### src/rtl/mips_ctrl_pkg.sv
// Shared encodings for the multi-cycle MIPS controller: states, mux selects,
// opcodes and the control bundle produced by the state decoder.
package mips_ctrl_pkg;

    localparam logic [5:0] OP_RTYPE = 6'h00;
    localparam logic [5:0] OP_LW    = 6'h23;
    localparam logic [5:0] OP_SW    = 6'h2B;
    localparam logic [5:0] OP_BEQ   = 6'h04;
    localparam logic [5:0] OP_J     = 6'h02;
    localparam logic [5:0] OP_ADDI  = 6'h08;

    localparam logic [1:0] ALU_OP_ADD   = 2'd0;
    localparam logic [1:0] ALU_OP_SUB   = 2'd1;
    localparam logic [1:0] ALU_OP_FUNCT = 2'd2;

    localparam logic [1:0] ALUSRCB_B      = 2'd0;
    localparam logic [1:0] ALUSRCB_FOUR   = 2'd1;
    localparam logic [1:0] ALUSRCB_IMM    = 2'd2;
    localparam logic [1:0] ALUSRCB_IMM_SH = 2'd3;

    localparam logic [1:0] PCSRC_ALU    = 2'd0;
    localparam logic [1:0] PCSRC_ALUOUT = 2'd1;
    localparam logic [1:0] PCSRC_JUMP   = 2'd2;

    typedef enum logic [3:0] {
        ST_RST      = 4'd0,
        ST_FETCH    = 4'd1,
        ST_DECODE   = 4'd2,
        ST_MEM_ADDR = 4'd3,
        ST_MEM_RD   = 4'd4,
        ST_MEM_WB   = 4'd5,
        ST_MEM_WR   = 4'd6,
        ST_EXEC     = 4'd7,
        ST_R_WB     = 4'd8,
        ST_BRANCH   = 4'd9,
        ST_JUMP     = 4'd10,
        ST_ADDI_EX  = 4'd11,
        ST_ADDI_WB  = 4'd12
    } state_t;

    typedef struct packed {
        logic       pc_write;
        logic       pc_write_cond;
        logic       iord;
        logic       mem_read;
        logic       mem_write;
        logic       ir_write;
        logic       mem_to_reg;
        logic       reg_dst;
        logic       reg_write;
        logic       alu_src_a;
        logic [1:0] alu_src_b;
        logic [1:0] alu_op;
        logic [1:0] pc_source;
    } ctrl_t;

    function automatic logic op_legal(input logic [5:0] op);
        return (op == OP_RTYPE) || (op == OP_LW) || (op == OP_SW) ||
               (op == OP_BEQ) || (op == OP_J) || (op == OP_ADDI);
    endfunction

endpackage

### src/rtl/mips_multicycle_ctrl_if.sv
// Controller <-> datapath bundle. MC_CTRL_MEM_WAIT_EN adds the mem_ready handshake.
interface mips_multicycle_ctrl_if;
    logic [5:0] opcode;
    logic       zero;
`ifdef MC_CTRL_MEM_WAIT_EN
    logic       mem_ready;
`endif
    logic       pc_write;
    logic       pc_write_cond;
    logic       iord;
    logic       mem_read;
    logic       mem_write;
    logic       ir_write;
    logic       mem_to_reg;
    logic       reg_dst;
    logic       reg_write;
    logic       alu_src_a;
    logic [1:0] alu_src_b;
    logic [1:0] alu_op;
    logic [1:0] pc_source;
    logic       illegal_op;
    logic [3:0] state_o;

    modport master (
        input  opcode, zero,
`ifdef MC_CTRL_MEM_WAIT_EN
        input  mem_ready,
`endif
        output pc_write, pc_write_cond, iord, mem_read, mem_write, ir_write,
               mem_to_reg, reg_dst, reg_write, alu_src_a, alu_src_b, alu_op,
               pc_source, illegal_op, state_o
    );

    modport slave (
        output opcode, zero,
`ifdef MC_CTRL_MEM_WAIT_EN
        output mem_ready,
`endif
        input  pc_write, pc_write_cond, iord, mem_read, mem_write, ir_write,
               mem_to_reg, reg_dst, reg_write, alu_src_a, alu_src_b, alu_op,
               pc_source, illegal_op, state_o
    );
endinterface

### src/rtl/mips_ctrl_out_decode.sv
// Moore output decode: state -> control bundle. Unused state codes decode to all-zero.
module mips_ctrl_out_decode
    import mips_ctrl_pkg::*;
(
    input  state_t state,
    output ctrl_t  ctrl
);

    always_comb begin
        ctrl = '0;
        unique case (state)
            ST_FETCH: begin
                ctrl.mem_read  = 1'b1;
                ctrl.ir_write  = 1'b1;
                ctrl.alu_src_b = ALUSRCB_FOUR;
                ctrl.pc_write  = 1'b1;
            end
            ST_DECODE:   ctrl.alu_src_b = ALUSRCB_IMM_SH;
            ST_MEM_ADDR: begin
                ctrl.alu_src_a = 1'b1;
                ctrl.alu_src_b = ALUSRCB_IMM;
            end
            ST_MEM_RD: begin
                ctrl.mem_read = 1'b1;
                ctrl.iord     = 1'b1;
            end
            ST_MEM_WB: begin
                ctrl.reg_write  = 1'b1;
                ctrl.mem_to_reg = 1'b1;
            end
            ST_MEM_WR: begin
                ctrl.mem_write = 1'b1;
                ctrl.iord      = 1'b1;
            end
            ST_EXEC: begin
                ctrl.alu_src_a = 1'b1;
                ctrl.alu_op    = ALU_OP_FUNCT;
            end
            ST_R_WB: begin
                ctrl.reg_write = 1'b1;
                ctrl.reg_dst   = 1'b1;
            end
            ST_BRANCH: begin
                ctrl.alu_src_a     = 1'b1;
                ctrl.alu_op        = ALU_OP_SUB;
                ctrl.pc_write_cond = 1'b1;
                ctrl.pc_source     = PCSRC_ALUOUT;
            end
            ST_JUMP: begin
                ctrl.pc_write  = 1'b1;
                ctrl.pc_source = PCSRC_JUMP;
            end
            ST_ADDI_EX: begin
                ctrl.alu_src_a = 1'b1;
                ctrl.alu_src_b = ALUSRCB_IMM;
            end
            ST_ADDI_WB: ctrl.reg_write = 1'b1;
            default: ;
        endcase
    end

endmodule

### src/rtl/mips_multicycle_ctrl.sv
// Multi-cycle MIPS controller: state register, next-state logic and opcode latch.
// Define MC_CTRL_MEM_WAIT_EN to stall the memory states on mem_ready.
module mips_multicycle_ctrl
    import mips_ctrl_pkg::*;
(
    input  logic                   clk,
    input  logic                   rst_n,
    mips_multicycle_ctrl_if.master bus
);

    state_t     state, state_nx;
    logic [5:0] op_q;
    ctrl_t      ctrl;
    logic       mem_rdy;

`ifdef MC_CTRL_MEM_WAIT_EN
    assign mem_rdy = bus.mem_ready;
`else
    assign mem_rdy = 1'b1;
`endif

    always_ff @(posedge clk or negedge rst_n) begin
        if (!rst_n) begin
            state <= ST_RST;
            op_q  <= '0;
        end else begin
            state <= state_nx;
            if (state == ST_DECODE) op_q <= bus.opcode;
        end
    end

    always_comb begin
        state_nx = ST_FETCH;
        case (state)
            ST_FETCH:  state_nx = mem_rdy ? ST_DECODE : ST_FETCH;
            ST_DECODE: begin
                case (bus.opcode)
                    OP_LW, OP_SW: state_nx = ST_MEM_ADDR;
                    OP_RTYPE:     state_nx = ST_EXEC;
                    OP_BEQ:       state_nx = ST_BRANCH;
                    OP_J:         state_nx = ST_JUMP;
                    OP_ADDI:      state_nx = ST_ADDI_EX;
                    default:      state_nx = ST_FETCH;
                endcase
            end
            // LW/SW split uses the latched opcode so IR changes later are harmless
            ST_MEM_ADDR: state_nx = (op_q == OP_LW) ? ST_MEM_RD : ST_MEM_WR;
            ST_MEM_RD:   state_nx = mem_rdy ? ST_MEM_WB : ST_MEM_RD;
            ST_MEM_WR:   state_nx = mem_rdy ? ST_FETCH : ST_MEM_WR;
            ST_EXEC:     state_nx = ST_R_WB;
            ST_ADDI_EX:  state_nx = ST_ADDI_WB;
            default:     state_nx = ST_FETCH;
        endcase
    end

    mips_ctrl_out_decode u_dec (
        .state (state),
        .ctrl  (ctrl)
    );

    // a stalled fetch must not advance PC or overwrite IR
    assign bus.pc_write      = ctrl.pc_write & ((state != ST_FETCH) | mem_rdy);
    assign bus.ir_write      = ctrl.ir_write & mem_rdy;
    assign bus.pc_write_cond = ctrl.pc_write_cond;
    assign bus.iord          = ctrl.iord;
    assign bus.mem_read      = ctrl.mem_read;
    assign bus.mem_write     = ctrl.mem_write;
    assign bus.mem_to_reg    = ctrl.mem_to_reg;
    assign bus.reg_dst       = ctrl.reg_dst;
    assign bus.reg_write     = ctrl.reg_write;
    assign bus.alu_src_a     = ctrl.alu_src_a;
    assign bus.alu_src_b     = ctrl.alu_src_b;
    assign bus.alu_op        = ctrl.alu_op;
    assign bus.pc_source     = ctrl.pc_source;
    assign bus.illegal_op    = (state == ST_DECODE) && !op_legal(bus.opcode);
    assign bus.state_o       = state;

endmodule

### src/flat_wrapper.sv
// flat-port wrapper written by rule: the top's interface ports become plain ports
module mips_multicycle_ctrl_flat import mips_ctrl_pkg::*;
  (clk, rst_n, bus_opcode, bus_zero, bus_pc_write, bus_pc_write_cond, bus_iord, bus_mem_read, bus_mem_write, bus_ir_write, bus_mem_to_reg, bus_reg_dst, bus_reg_write, bus_alu_src_a, bus_alu_src_b, bus_alu_op, bus_pc_source, bus_illegal_op, bus_state_o);
  mips_multicycle_ctrl_if bus_i ();
  input  logic clk;
  input  logic rst_n;
  input wire logic [$bits(bus_i.opcode)-1:0] bus_opcode;
  input wire logic [$bits(bus_i.zero)-1:0] bus_zero;
  output wire logic [$bits(bus_i.pc_write)-1:0] bus_pc_write;
  output wire logic [$bits(bus_i.pc_write_cond)-1:0] bus_pc_write_cond;
  output wire logic [$bits(bus_i.iord)-1:0] bus_iord;
  output wire logic [$bits(bus_i.mem_read)-1:0] bus_mem_read;
  output wire logic [$bits(bus_i.mem_write)-1:0] bus_mem_write;
  output wire logic [$bits(bus_i.ir_write)-1:0] bus_ir_write;
  output wire logic [$bits(bus_i.mem_to_reg)-1:0] bus_mem_to_reg;
  output wire logic [$bits(bus_i.reg_dst)-1:0] bus_reg_dst;
  output wire logic [$bits(bus_i.reg_write)-1:0] bus_reg_write;
  output wire logic [$bits(bus_i.alu_src_a)-1:0] bus_alu_src_a;
  output wire logic [$bits(bus_i.alu_src_b)-1:0] bus_alu_src_b;
  output wire logic [$bits(bus_i.alu_op)-1:0] bus_alu_op;
  output wire logic [$bits(bus_i.pc_source)-1:0] bus_pc_source;
  output wire logic [$bits(bus_i.illegal_op)-1:0] bus_illegal_op;
  output wire logic [$bits(bus_i.state_o)-1:0] bus_state_o;
  assign bus_i.opcode = bus_opcode;
  assign bus_i.zero = bus_zero;
  assign bus_pc_write = bus_i.pc_write;
  assign bus_pc_write_cond = bus_i.pc_write_cond;
  assign bus_iord = bus_i.iord;
  assign bus_mem_read = bus_i.mem_read;
  assign bus_mem_write = bus_i.mem_write;
  assign bus_ir_write = bus_i.ir_write;
  assign bus_mem_to_reg = bus_i.mem_to_reg;
  assign bus_reg_dst = bus_i.reg_dst;
  assign bus_reg_write = bus_i.reg_write;
  assign bus_alu_src_a = bus_i.alu_src_a;
  assign bus_alu_src_b = bus_i.alu_src_b;
  assign bus_alu_op = bus_i.alu_op;
  assign bus_pc_source = bus_i.pc_source;
  assign bus_illegal_op = bus_i.illegal_op;
  assign bus_state_o = bus_i.state_o;
  mips_multicycle_ctrl u_core (.clk(clk), .rst_n(rst_n), .bus(bus_i));
endmodule
### config.mk
export PLATFORM = sky130hd
export DESIGN_NAME = mips_multicycle_ctrl_flat
export DESIGN_NICKNAME = d
export VERILOG_FILES = /design/src/rtl/mips_ctrl_pkg.sv /design/src/rtl/mips_multicycle_ctrl_if.sv /design/src/rtl/mips_ctrl_out_decode.sv /design/src/rtl/mips_multicycle_ctrl.sv /design/src/flat_wrapper.sv
export SDC_FILE = /design/constraint.sdc
export NUM_CORES = 1
export LEC_CHECK = 0
export BUFFER_PORTS_ARGS = -buffer_cell sky130_fd_sc_hd__buf_4
export CORE_MARGIN = 5
export CORE_UTILIZATION = 45
export CTS_CLUSTER_DIAMETER = 60
export DETAILED_ROUTE_END_ITERATION = 10
export PLACE_DENSITY = 0.74
export REMOVE_ABC_BUFFERS = 1
export SKIP_CTS_REPAIR_TIMING = 1
export SYNTH_ARGS = -nofsm -noshare
export SYNTH_HDL_FRONTEND = slang
export SYNTH_SLANG_ARGS = --single-unit
### constraint.sdc
create_clock -name clk -period 2.15 [get_ports clk]
set_clock_uncertainty 0.15 [all_clocks]
set_input_delay 0.1075 -clock clk [delete_from_list [all_inputs] [get_ports clk]]
set_output_delay 0.1075 -clock clk [all_outputs]
set_load 0.005 [all_outputs]
==> results of run 1 <==
[cell type report]
type,instances,area [um2]
repair buffers,39,310
fillers,120,463
well taps,16,20.0
flip-flops and latches,10,250
inverters,2,7.51
clock buffers,4,36.3
multi-input cells,56,384
[Yosys cell counts]
cell type  instances  area share [%]
mux2i_1            1             1.5
nand2b_1           3             2.7
clkbuf_8           1             2.0
maj3_1             1             1.5
nand4b_1           1             1.3
a21boi_0           1             1.1
a211oi_1           2             2.2
and3b_2            1             1.5
mux2_2             6             9.9
clkbuf_1           1            0.55
and2_1             1            0.92
xnor2_1            1             1.3
dfrtp_1           10              37
o2111ai_1          1             1.3
nand2_1            3             1.6
nor2b_1            1            0.92
buf_4              1             1.1
nor2_1            11             6.0
nor3_1             5             3.7
a32o_1             1             1.5
a211o_1            1             1.3
a21oi_1            2             1.5
nand3_1            4             2.9
nor4b_4            1             3.5
xor2_1             1             1.3
nand4_1            1            0.92
buf_6              1             1.6
a31oi_1            1            0.92
nor4b_1            1             1.3
o21ai_0            2             1.5
o31ai_1            1             1.1
o22a_1             1             1.3
buf_2              1            0.73
inv_1              2             1.1
[placed cells by master, fill, tap and decap left out, types with 2 or more instances in the layout]
master         count
nor2_1            11
a211oi_1           2
nand3_1            4
o21ai_0            2
dfrtp_1           10
dlygate4sd3_1      7
buf_4             32
inv_1              2
mux2_2             6
a21oi_1            2
nand2_1            3
clkbuf_4           3
nand2b_1           3
nor3_1             5
[routing by layer]
| metal | track usage [%] | up-vias | part of all wire [%] |
|---|---|---|---|
| li1 | - | 344 | - |
| met1 | 17.0 | 326 | 44 |
| met2 | 22.8 | 33 | 45 |
| met3 | 5.50 | 4 | 9.6 |
| met4 | 6.73 | 0 | 1.4 |
| met5 | 0 | - | 0 |
[logic make-up after synthesis]
logic type	Yosys count
DFF	10
AOI/OAI and AO/OA	13
buffers and inverters	7
muxes	7
adders and majority gates	1
xor gates and xnor gates	2
and+or+nand+nor	33
[registers in the layout (all words and copies together), names as in the netlist]
register / cells
u_core.bus.state_o: 4
u_core.op_q: 6
[where the power goes]
part | switching, uW | total (uW) | internal [uW]
combinational | 369 | 799 | 429
clock | 66.4 | 169 | 103
sequential | 59.3 | 339 | 280
[worst max-delay path by stage]
stage / endpoint / slack (ps) / cells after the start
6_report: bus_illegal_op / 110 / 6
5_1_grt: bus_illegal_op / 30 / 6
4_1_cts: bus_illegal_op / 260 / 3
3_5_place_dp: u_core.op_q[3]$_DFFE_PN0P_ / 500 / 2
3_3_place_gp: u_core.op_q[4]$_DFFE_PN0P_ / 520 / 2
2_1_floorplan: u_core.op_q[0]$_DFFE_PN0P_ / 500 / 2
[metrics by stage]
step	utilization, %	setup slack, ps
6_report	68.5	115
3_5_place_dp	61.3	500
5_1_grt	68.5	27.7
2_1_floorplan	-	500
3_3_place_gp	61.3	522
4_1_cts	63.8	258
[worst reg2reg max path: stages, from the launching register on]
cell	delay [ps]
dfrtp_1	410
nor4b_4	580
mux2_2	400
==> flow_summary.json, run 1 <==
{
  "synth_compound_area_share_pct": 13.6,
  "worstMarginPinSlew_ps": 578,
  "rsz0062_at_grt": "false",
  "r2r_start": "u_core.bus.state_o[0]$_DFF_PN0_",
  "seq_area_frac_synth_pct": 36.6,
  "io_buffers": 28,
  "dp_hpwl_mm": 1.32,
  "area_delta_synth_final_pct": 47.6,
  "holdWs_ps": 49.1,
  "cpMostUsedCell": "buf_4",
  "power_uw": 1310,
  "synth_adder_area_share_pct": 1.47,
  "finalNonFillerCells": 127,
  "grt_usage_pct": 14.4,
  "timing.rr.end": "u_core.op_q[0]$_DFFE_PN0P_",
  "synth_seq_cells": 10,
  "status": "complete, no violations",
  "nNetsFinal": 121,
  "h-tree-depth": 1,
  "cts_inserted_buffers": 3,
  "fin_area_um2": 1010,
  "drv_cap": 0,
  "syn-mean-instance-area_um2": 9.36,
  "synth_top_family_by_area": "simple AND/OR/NAND/NOR gates",
  "design.die.area_um2": 2400,
  "synth-simple-area-share_pct": 27.3,
  "wl_per_cell_um": 13.7,
  "grt_max_degree": 15,
  "grt_pass1_wl_mm": 2.77,
  "drv_slew": 0,
  "fmax_mhz": 491,
  "drtAntennaViolNets": 0,
  "path_buf_inv": 3,
  "fin_crit_ps": 2040,
  "clockBufferDepth": 2,
  "grt_overflow_total": 0,
  "drc_errors": 0,
  "dp_cells": 116,
  "antennaDiodeCount": 0,
  "placed_cell_area_um2": 902,
  "finalCritPeriodShare_pct": 94.7,
  "via_count": 707,
  "r2r_slack_ps": 500,
  "synth_cell_types": 34,
  "cts.sinks": 10,
  "end_kind": "primary output",
  "slew_headroom_pct": 61.3,
  "clkTransAtPathRegs_ps": 70,
  "cp_max_fo": 6,
  "finalHoldViolations": 0,
  "path_cells": "dlygate4sd3_1 > buf_4 > a211o_1 > a211oi_1 > and3b_2 > buf_4",
  "totalWireLength_mm": 1.74,
  "start_util_pct": 46.4,
  "antenna_found_initial": 0,
  "insertion_delay_ps": 270,
  "yosys_warnings": 0,
  "crit_arrival_ps": 1780,
  "synthCells": 73,
  "power.leakage_uw": 0.000461,
  "cp.required_ps": 1890,
  "cp_top_family": "buffers and inverters",
  "ios": 30,
  "critical_path_class": "in2out",
  "via_per_inst": 5.57,
  "drt_iter0_markers": 6,
  "rows": 14,
  "cp_slowest_cell": "dlygate4sd3_1",
  "reg2reg_depth": 2,
  "vdd_drop_max_v": 0.000725,
  "min_path_type": "in2async",
  "synth_area_um2": 683,
  "finalSetupViolCount": 0,
  "critPathLaunchType": "input pin",
  "p_per_area_nw_per_um2": 1300,
  "drive_gt1_share_pct": 39.6,
  "drt_pre_antenna_iters": 4,
  "cts-root-buf": "clkbuf_4",
  "core_area_um2": 1470,
  "final.setup.tns_ps": 0,
  "grt_pass1_vias": 611,
  "tritoncts": "yes",
  "place.gp.congestion": 0.718,
  "synth.mux.area_fraction_pct": 11.4,
  "synthXorXnorAreaFrac_pct": 2.56,
  "startpoint": "bus_opcode[3]",
  "max_stage_delay_ps": 530,
  "die-height_um": 49.0,
  "fp.dieW_um": 49.0
}
Note: power is estimated with default switching activity, not from simulation.
==> run 2, diff against run 1 <==
--- a/config.mk
+++ b/config.mk
@@ -7,10 +7,10 @@
 export LEC_CHECK = 0
 export BUFFER_PORTS_ARGS = -buffer_cell sky130_fd_sc_hd__buf_4
 export CORE_MARGIN = 5
-export CORE_UTILIZATION = 45
-export CTS_CLUSTER_DIAMETER = 60
+export CORE_UTILIZATION = 35
+export CTS_CLUSTER_DIAMETER = 200
 export DETAILED_ROUTE_END_ITERATION = 10
-export PLACE_DENSITY = 0.74
+export PLACE_DENSITY = 0.59
 export REMOVE_ABC_BUFFERS = 1
 export SKIP_CTS_REPAIR_TIMING = 1
 export SYNTH_ARGS = -nofsm -noshare
==> run 2 against run 1 <==
Net effect:
- die area up 22%
- non-clock buffer count unchanged
- wire length up 9.7%
- highest routed layer unchanged
- power down 3.4%
- sequential cell count unchanged
==> flow_summary.json, run 2 (synthesis gave the netlist of run 1 again) <==
{
  "die-height_um": 54.2,
  "largest_reg_flops": 6,
  "fin_util_pct": 53.0,
  "min_path_type": "in2async",
  "via_per_inst": 5.06,
  "power.leakage_uw": 0.000454,
  "status": "complete, no violations",
  "drt_iter0_markers": 10,
  "design.die.area_um2": 2940,
  "drc_errors": 0,
  "antenna_found_initial": 0,
  "critPathLaunchType": "input pin",
  "layout_commonest_cell": "buf_4",
  "final_cell_mix": "buf_4, nor2_1, dfrtp_1",
  "insertion_delay_ps": 270,
  "finalSetupViolCount": 0,
  "drt_pre_antenna_iters": 4,
  "final.setup.tns_ps": 0,
  "max_stage_delay_ps": 540,
  "h-tree-depth": 1,
  "grt_usage_pct": 14.3,
  "clkTransAtPathRegs_ps": 60,
  "path_cells": "dlygate4sd3_1 > buf_4 > a211o_1 > a211oi_1 > and3b_2 > buf_4",
  "largest-register": "u_core.op_q",
  "p_per_area_nw_per_um2": 1250,
  "finalCritPeriodShare_pct": 94.6,
  "rows": 16,
  "fp.dieW_um": 54.2,
  "tritoncts": "yes",
  "dp_hpwl_mm": 1.35,
  "critical_path_class": "in2out",
  "area_delta_synth_final_pct": 47.6,
  "cts_inserted_buffers": 3,
  "cpMostUsedCell": "buf_4",
  "wl_per_cell_um": 13.9,
  "cts-root-buf": "clkbuf_4",
  "cp_slowest_cell": "dlygate4sd3_1",
  "place.gp.congestion": 0.718,
  "clockBufferDepth": 2,
  "worstMarginPinSlew_ps": 564,
  "grt_max_degree": 15,
  "end_kind": "primary output",
  "drtAntennaViolNets": 0,
  "r2r_start": "u_core.bus.state_o[0]$_DFF_PN0_",
  "io_buffers": 28,
  "rsz0062_at_grt": "false",
  "fmax_mhz": 492,
  "antennaDiodeCount": 0,
  "core_area_um2": 1900,
  "start_util_pct": 35.9,
  "drv_cap": 0,
  "startpoint": "bus_opcode[3]",
  "nNetsFinal": 121,
  "finalHoldViolations": 0,
  "cp_max_fo": 6,
  "power_uw": 1260,
  "grt_overflow_total": 0,
  "grt_pass1_wl_mm": 3.06,
  "vdd_drop_max_v": 0.000626,
  "cp.required_ps": 1890,
  "drive_gt1_share_pct": 39.1,
  "slew_headroom_pct": 62.3,
  "ios": 30,
  "grt_pass1_vias": 659,
  "fin_crit_ps": 2030,
  "cts.sinks": 10,
  "via_count": 693,
  "totalWireLength_mm": 1.90,
  "drv_slew": 0,
  "crit_arrival_ps": 1780
}
-- run 2: cell types whose count changed in the layout (fill, tap and decap cells not counted) --
cell / before / now
clkbuf_8: 1 / 0
-- run 2: where the power goes --
part	internal (uW)	leakage, uW	total, uW	switching [uW]
registers	279	0.000120	332	52.7
clock network	64.6	0.0000138	128	63.1
logic	429	0.000320	803	374
total	773	0.000454	1260	490
-- run 2: critical path, delay by kind of cell --
kind                   cells  cell delay (ps)
AO/OA/AOI/OAI              2              600
buffers and inverters      3              830
AND/OR/NAND/NOR            1              250
-- run 2: cell type report --
cell class | count | area (um2)
clock buffers | 3 | 22.5
fillers | 186 | 893
inverters | 2 | 7.51
multi-input cells | 56 | 384
flip-flops and latches | 10 | 250
well taps | 27 | 33.8
repair buffers | 39 | 310
-- run 2: routing by layer --
| layer | global-route usage (%) | vias up | wire (um) |
|---|---|---|---|
| met5 | 0 | - | 0 |
| met4 | 7.47 | 0 | 38 |
| met3 | 3.32 | 5 | 178 |
| met2 | 22.5 | 37 | 892 |
| met1 | 18.0 | 311 | 795 |
| li1 | - | 340 | - |
-- run 2: per-stage QoR --
step	cells	setup slack [ps]	cell area (um2)	hold WS (ps)
2_1_floorplan	68	500	642	-338
3_3_place_gp	127	527	916	-206
3_5_place_dp	127	522	916	-206
4_1_cts	130	265	938	-498
5_1_grt	137	40.8	1010	77.0
6_report	137	117	1010	75.1
-- run 2: worst paths after layout --
path	cells past startpoint	slack (ps)	endpoint
worst max-delay path	6	120	bus_illegal_op
worst min-delay path	2	80	u_core.op_q[4]$_DFFE_PN0P_
worst max register to register	2	520	u_core.op_q[1]$_DFFE_PN0P_
worst min register to register	1	360	u_core.op_q[0]$_DFFE_PN0P_
max in group asynchronous	2	1630	u_core.bus.state_o[1]$_DFF_PN0_
min in group clk	1	360	u_core.op_q[0]$_DFFE_PN0P_
==> run 3, diff against run 2 <==
--- a/config.mk
+++ b/config.mk
@@ -10,7 +10,7 @@
 export CORE_UTILIZATION = 35
 export CTS_CLUSTER_DIAMETER = 200
 export DETAILED_ROUTE_END_ITERATION = 10
-export PLACE_DENSITY = 0.59
+export PLACE_DENSITY = 0.72
 export REMOVE_ABC_BUFFERS = 1
 export SKIP_CTS_REPAIR_TIMING = 1
 export SYNTH_ARGS = -nofsm -noshare
==> constraint.sdc (replaced) <==
create_clock -name clk -period 1.9 [get_ports clk]
set_clock_uncertainty 0.15 [all_clocks]
set_input_delay 0.095 -clock clk [delete_from_list [all_inputs] [get_ports clk]]
set_output_delay 0.095 -clock clk [all_outputs]
set_load 0.005 [all_outputs]
==> run 3 against run 2 <==
Net effect:
- first-iteration DRC count shrank 60%
- sequential power up 14%
- combinational power increased by 16%
- critical endpoint unchanged
- largest cell class unchanged
==> flow_summary.json, run 3 (synthesis gave the netlist of run 1 again) <==
{
  "status": "complete, no violations",
  "final_cell_mix": "buf_4, nor2_1, dfrtp_1",
  "drive_gt1_share_pct": 41.1,
  "via_per_inst": 4.96,
  "grt_overflow_total": 0,
  "num-fill-cells": 183,
  "fp.dieW_um": 54.2,
  "finalSetupViolCount": 0,
  "drt_pre_antenna_iters": 2,
  "largest-register": "u_core.op_q",
  "cp_max_fo": 6,
  "power.leakage_uw": 0.000461,
  "nNetsFinal": 122,
  "totalWireLength_mm": 1.77,
  "wl_per_cell_um": 12.8,
  "grt_max_degree": 15,
  "rsz0062_at_grt": "false",
  "finalCritPeriodShare_pct": 89.5,
  "h-tree-depth": 1,
  "cts.sinks": 10,
  "drv_slew": 0,
  "finalHoldViolations": 0,
  "p_per_area_nw_per_um2": 1450,
  "tritoncts": "yes",
  "io_buffers": 28,
  "grt_usage_pct": 12.4,
  "clkTransAtPathRegs_ps": 60,
  "antennaDiodeCount": 0,
  "crit_arrival_ps": 1460,
  "cts_inserted_buffers": 3,
  "cts-root-buf": "clkbuf_4",
  "grt_pass1_wl_mm": 2.73,
  "ios": 30,
  "drt_iter0_markers": 4,
  "cpMostUsedCell": "buf_4",
  "insertion_delay_ps": 260,
  "power_uw": 1490,
  "start_util_pct": 35.9,
  "min_path_type": "in2async",
  "critical_path_class": "in2out",
  "drv_cap": 0,
  "worstMarginPinSlew_ps": 417,
  "grt_pass1_vias": 620,
  "core_area_um2": 1900,
  "drtAntennaViolNets": 0,
  "via_count": 690,
  "layout_commonest_cell": "buf_4",
  "area_delta_synth_final_pct": 51.3,
  "cp_slowest_cell": "dlygate4sd3_1",
  "rows": 16,
  "slew_headroom_pct": 72.0,
  "antenna_found_initial": 0,
  "design.die.area_um2": 2940,
  "max_stage_delay_ps": 540,
  "path_cells": "dlygate4sd3_1 > buf_4 > a211oi_1 > and3b_2 > buf_4",
  "r2r_slack_ps": 420,
  "fmax_mhz": 588,
  "dp_hpwl_mm": 1.36,
  "cp.required_ps": 1650,
  "clockBufferDepth": 2,
  "place.gp.congestion": 0.784,
  "die-height_um": 54.2,
  "largest_reg_flops": 6,
  "drc_errors": 0,
  "end_kind": "primary output",
  "critPathLaunchType": "input pin",
  "final.setup.tns_ps": 0,
  "fin_crit_ps": 1700,
  "vdd_drop_max_v": 0.000792
}
[run 3: cell types whose count changed in the layout (fill, tap and decap cells not counted), sizes merged]
cell | before | now
clkbuf | 3 | 4
buf | 32 | 33
inv | 2 | 1
clkinvlp | 0 | 1
[run 3: worst max-delay path: cells and delay by family]
family | cells | cell delay (ps)
buffers and inverters | 3 | 830
AOI/OAI and AO/OA | 1 | 290
and+or+nand+nor | 1 | 250
[run 3: per-layer routing]
layer / share of wire, % / wire [um] / vias up / global-route usage [%]
li1: - / - / 346 / -
met1: 44 / 773 / 317 / 15.5
met2: 47 / 840 / 27 / 21.7
met3: 9.0 / 160 / 0 / 1.66
met4: 0 / 0 / 0 / 3.73
met5: 0 / 0 / - / 0
[run 3: worst paths after layout]
check | to | startpoint | cells past startpoint
setup / recovery | bus_illegal_op | bus_opcode[2] | 5
hold / removal | u_core.bus.state_o[3]$_DFF_PN0_ | rst_n | 2
setup reg to reg | u_core.op_q[2]$_DFFE_PN0P_ | u_core.bus.state_o[0]$_DFF_PN0_ | 3
hold reg to reg | u_core.op_q[4]$_DFFE_PN0P_ | u_core.op_q[4]$_DFFE_PN0P_ | 1
max in group asynchronous | u_core.op_q[2]$_DFFE_PN0P_ | rst_n | 2
min in group clk | u_core.bus.state_o[3]$_DFF_PN0_ | bus_opcode[4] | 4
[run 3: layout make-up]
class	instances	area, um2	area share [%]
timing repair buffer	40	318	30.8
clock buffer	4	36.3	3.51
sequential	10	250	24.2
inverter	2	11.3	1.09
tap	27	33.8	3.27
multi-input combinational	56	384	37.2
[run 3: through the flow]
step	util, %	cell area [um2]	instances	setup slack [ps]	hold WS, ps
after floorplan	-	642	68	250	-351
after global placement	48.6	923	128	438	-225
after detailed placement	48.6	923	128	427	-222
after CTS	50.5	960	132	139	-506
after global routing	54.3	1030	139	88.5	70.6
final	54.3	1030	139	199	51.3
[run 3: report_power, final]
part / total [uW] / internal, uW / switching [uW]
Sequential: 377 / 316 / 61.2
Combinational: 933 / 499 / 434
Clock: 184 / 116 / 67.9
Total: 1490 / 932 / 563
